`src/rtl/encoder_8x3.sv`:
```
// -----------------------------------------------------------------------------
// encoder_8x3
//
// Registered 8-to-3 one-hot encoder with a validity flag. The block converts a
// one-hot request vector into the binary index of its single set bit. It flags
// zero-hot and multi-hot vectors as invalid. It does not pick one of the set
// bits by priority. The block takes a new vector every cycle. All outputs
// appear one clock after the vector is sampled.
//
// Ports:
//   clk    in   1  system clock, rising-edge active
//   rst    in   1  asynchronous reset, active-high
//   in     in   8  one-hot request vector; bit i set requests index i
//   out    out  3  registered index of the single set bit; 0 when invalid
//   valid  out  1  registered; 1 when in had exactly one bit set
//   err    out  1  registered; 1 when in had two or more bits set
// -----------------------------------------------------------------------------
module encoder_8x3 (
    input  logic       clk,
    input  logic       rst,
    input  logic [7:0] in,
    output logic [2:0] out,
    output logic       valid,
    output logic       err
);

    logic [3:0] ones;      // popcount of in, 0..8
    logic [2:0] idx;       // position of a set bit; meaningful only when ones == 1

    logic [2:0] out_d,   out_q;
    logic       valid_d, valid_q;
    logic       err_d,   err_q;

    // Decode the request vector combinationally from the current input.
    always_comb begin
        // NOTE: each variable gets a default before any conditional update.
        // Without the default, a path that skips the assignment infers a latch.
        ones    = '0;
        idx     = '0;
        out_d   = '0;
        valid_d = 1'b0;
        err_d   = 1'b0;

        for (int i = 0; i < 8; i++) begin
            ones = ones + {3'b000, in[i]};
            if (in[i]) begin
                idx = 3'(i);
            end
        end

        // The index is forwarded only when exactly one bit is set. For a
        // multi-hot vector, idx holds some set bit, but the block must not
        // expose it.
        if (ones == 4'd1) begin
            out_d   = idx;
            valid_d = 1'b1;
        end else if (ones > 4'd1) begin
            err_d   = 1'b1;
        end
    end

    // Output registers. Reset clears them asynchronously, so reset takes
    // effect right away and leaves no state from before it. The first edge
    // after release samples whatever value is then on in.
    always_ff @(posedge clk or posedge rst) begin
        // NOTE: state registers use non-blocking assignments. All flops then
        // update together from values sampled before the edge.
        if (rst) begin
            out_q   <= '0;
            valid_q <= 1'b0;
            err_q   <= 1'b0;
        end else begin
            out_q   <= out_d;
            valid_q <= valid_d;
            err_q   <= err_d;
        end
    end

    assign out   = out_q;
    assign valid = valid_q;
    assign err   = err_q;

endmodule

```
`config.mk`:
```
export PLATFORM = sky130hd
export DESIGN_NAME = encoder_8x3
export DESIGN_NICKNAME = d
export VERILOG_FILES = /design/src/rtl/encoder_8x3.sv
export SDC_FILE = /design/constraint.sdc
export NUM_CORES = 1
export LEC_CHECK = 0
export CELL_PAD_IN_SITES_DETAIL_PLACEMENT = 2
export CELL_PAD_IN_SITES_GLOBAL_PLACEMENT = 2
export CORE_ASPECT_RATIO = 0.9
export CORE_MARGIN = 2
export CORE_UTILIZATION = 26
export CTS_CLUSTER_DIAMETER = 50
export DETAILED_ROUTE_END_ITERATION = 8
export PLACE_DENSITY_LB_ADDON = 0.1
export SYNTH_ARGS = -nofsm -noshare
export SYNTH_HDL_FRONTEND = slang
export SYNTH_SLANG_ARGS = --single-unit
```
`constraint.sdc`:
```
create_clock -name clk -period 0.9 [get_ports clk]
set_input_delay 0.18 -clock clk [delete_from_list [all_inputs] [get_ports clk]]
set_output_delay 0.18 -clock clk [all_outputs]
set_load 0.02 [all_outputs]
```
==> impl_metrics.csv, run 1 <==
group,metric,value,unit
outcome,status,"complete, but fails checks",
outcome,violations,"setup timing",
floorplanning,dieArea,1880,sq um
clocking,cts_hold_buffers,0,
setup_path,arrival,3.06,ns
yosys,synthArstFlopShare,1.00,
yosys,synth-seq-cells,5,
yosys,synth_top_family_by_area,"adder cells",
pwr,vdd_ir_drop_max,885,uV
grt,grt_pass1_wl,1950,microns
sta,setup_viol,10,
grt,antenna_found_initial,0,
setup_path,crit_required,1.03,ns
cells_and_area,drive_gt1_frac,0.478,
setup_path,critPathCaptureType,"register",
setup_path,worstSetupPathType,"in -> reg",
sta,relSlewSlack,0.822,
floorplanning,io_pins,15,
sta,clock.fmax,0.342,GHz
clocking,numCtsBuffers,3,
routing,drc_errors,0,
clocking,cts-root-buf,"clkbuf_4",
setup_path,crit_fanout,4,
yosys,netlist_area,402,sq um
yosys,synth_top_cell_area_share,0.312,
sta,maxSlewViolCount,0,
yosys,synth_xor_area_frac,0,
yosys,synthTopCellsByCount,"inv_1, dfrtp_1, a21oi_1, fa_1",
clocking,cts_num_sinks,5,
pwr,total_power,1.59,mW
pwr,p_comb_frac,0.610,
pwr,p_sw_frac,0.387,
routing,drt-total-wl,1190,microns
yosys,synth_compound_gate_area_share,0.181,
yosys,yosys.area_share.simple,0.112,
cells_and_area,area_growth,78.5,%
yosys,yosysUniqueCellTypes,15,
floorplanning,row_count,13,
sta,holdWs,0.134,ns
routing,top_layer,"met4",
grt,grt_max_degree,6,
cells_and_area,fin_cells,82,
yosys,muxShareOfSynthArea,0,
yosys,synth_warnings,0,
flow_run,drv_cap,0,
routing,wl_met2,609,microns
yosys,netlist_instances,39,
clocking,clk_pin_slew,0.05,ns
sta,finalHoldViolCount,0,
routing,wl_met3,68,microns
floorplanning,dieHeight,41.3,microns
min_path,min-delay-path-class,"in -> async",
floorplanning,die-width,45.4,microns
pwr,p_leak,0.359,nW
floorplanning,initial_core_util,0.277,
clocking,cts_tree,"done",
sta,tns,-9.99,ns
grt,grt_util_all_layers,0.162,
yosys,synth_ff_type,"dfrtp_1",
routing,first_iter_violations,0,
pwr,clock_power_share,0.177,
routing,ant_nets,0,
sta,rsz0062_at_grt,"yes",
pwr,pwr_density_cell,2220,nW/um^2
yosys,synth_area_leaders,"dfrtp_1, fa_1, inv_1, ha_1, a21oi_1",
routing,vias,379,
routing,wl_per_cell,14.5,microns
yosys,synth_most_common_cell,"inv_1",
grt,grt_pass1_vias,419,
yosys,syn_nets,56,
sta,period_share,3.25,
pwr,power.internal,0.975,mW
setup_path,start_kind,"primary input",
yosys,synth_top_cell_by_area,"dfrtp_1",
cells_and_area,n_antenna_cell,0,
pwr,pwr-share-seq,0.213,
routing,wl_met1,498,microns
yosys,synth_edf_count,0,
sta,worst_slew_pin_slew,0.265,ns
place,gp_congestion,0.796,
routing,via_per_inst,4.62,
clocking,cts_buffer_depth,2,
grt,grt_overflow,0,
sta,fin_crit,2.92,ns
cells_and_area,fin_util,0.495,
routing,drt_first_pass_iters,1,
yosys,ys_seq_area_frac,0.312,
pwr,switchingPower,0.617,mW
yosys,synthAdderAreaFrac,0.293,
sta,setup_slack,-2.02,ns
yosys,synth.avg_cell_area,10.3,sq um
place,detailed_place_hpwl,1000,microns
floorplanning,core_area,1450,sq um
clocking,h-tree-depth,1,
place,portBuffers,14,
place,placed_cells,77,
cells_and_area,nNetsFinal,85,
## power by group through the flow
stage | sequential [mW] | clock (mW) | combinational (mW)
floorplan | 0.422 | 0 | 0.357
global placement | 0.317 | 0 | 0.804
detailed placement | 0.327 | 0 | 0.853
CTS | 0.341 | 0.295 | 0.971
global route | 0.348 | 0.316 | 1.06
finish | 0.338 | 0.282 | 0.971
## final timing paths
| check | endpoint | cells past startpoint | from | slack, ns |
|---|---|---|---|---|
| setup / recovery | valid$_DFF_PP0_ | 11 | in[0] | -2.02 |
| hold / removal | out[0]$_DFF_PP0_ | 2 | rst | 0.13 |
| max in group asynchronous | valid$_DFF_PP0_ | 2 | rst | 0.59 |
| min in group clk | out[0]$_DFF_PP0_ | 4 | in[1] | 0.41 |
## cell usage in the layout, fill, tap and decap left out, drive strengths merged
master | netlist | final
nor4b | 1 | 1
nand2 | 1 | 1
buf | 0 | 18
clkbuf | 0 | 4
a21oi | 5 | 5
o211ai | 1 | 1
inv | 11 | 11
and2 | 1 | 1
clkdlybuf4s50 | 0 | 6
o21ai | 1 | 1
a41oi | 1 | 1
dfrtp | 5 | 5
fa | 4 | 4
and2b | 1 | 1
ha | 3 | 3
nor2 | 3 | 3
a21o | 1 | 1
## cells by family (layout without fill, tap and decap cells)
logic type	Yosys count	after routing
AOI/OAI and AO/OA	9	9
adders and majority gates	7	7
and+or+nand+nor	7	7
buffers and inverters	11	39
DFF	5	5
## repair_timing
action / in CTS / in global routing
pin swaps: 6 / 6
gates resized for setup: 47 / 5
setup buffers: 1 / 0
setup endpoints to repair: 10 / 10
## critical path: stages
cell and delay (ns):
buf_6 0.09, fa_1 0.54, inv_1 0.05, fa_1 0.46, fa_1 0.52, inv_2 0.05
ha_4 0.16, fa_2 0.58, inv_2 0.07, a41oi_4 0.29, inv_1 0.08
## state kept, by name, indices dropped and copies added, names as in the netlist
register and flops:
out 3, valid 1, err 1
## metal layers
metal / track usage / up-vias
met3: 0.0661 / 2
met1: 0.174 / 185
li1: - / 180
met4: 0.0441 / 0
met5: 0 / -
met2: 0.296 / 12
## layout make-up
type	instances	area, sq um
Fill cell	151	731
Tap cell	15	18.8
Sequential cell	5	125
Timing Repair Buffer	24	225
Clock buffer	4	26.3
Multi-Input combinational cell	23	280
Inverter	11	41.3
## per-stage QoR
step           cell area [sq um]  setup slack (ns)
2_1_floorplan                414             -1.99
3_3_place_gp                 641             -2.56
3_5_place_dp                 641             -2.70
4_1_cts                      698             -2.09
5_1_grt                      717             -2.16
6_report                     717             -2.02
Power figures use the tool's default switching activity.
==> run 2: changes to the inputs <==
--- a/config.mk
+++ b/config.mk
@@ -11,6 +11,7 @@
 export CORE_MARGIN = 2
 export CORE_UTILIZATION = 26
 export CTS_CLUSTER_DIAMETER = 50
+export CTS_CLUSTER_SIZE = 25
 export DETAILED_ROUTE_END_ITERATION = 8
 export PLACE_DENSITY_LB_ADDON = 0.1
 export SYNTH_ARGS = -nofsm -noshare
==> results of run 2 <==
Same layout as run 1: the final DEF is identical, and so are final timing and power.
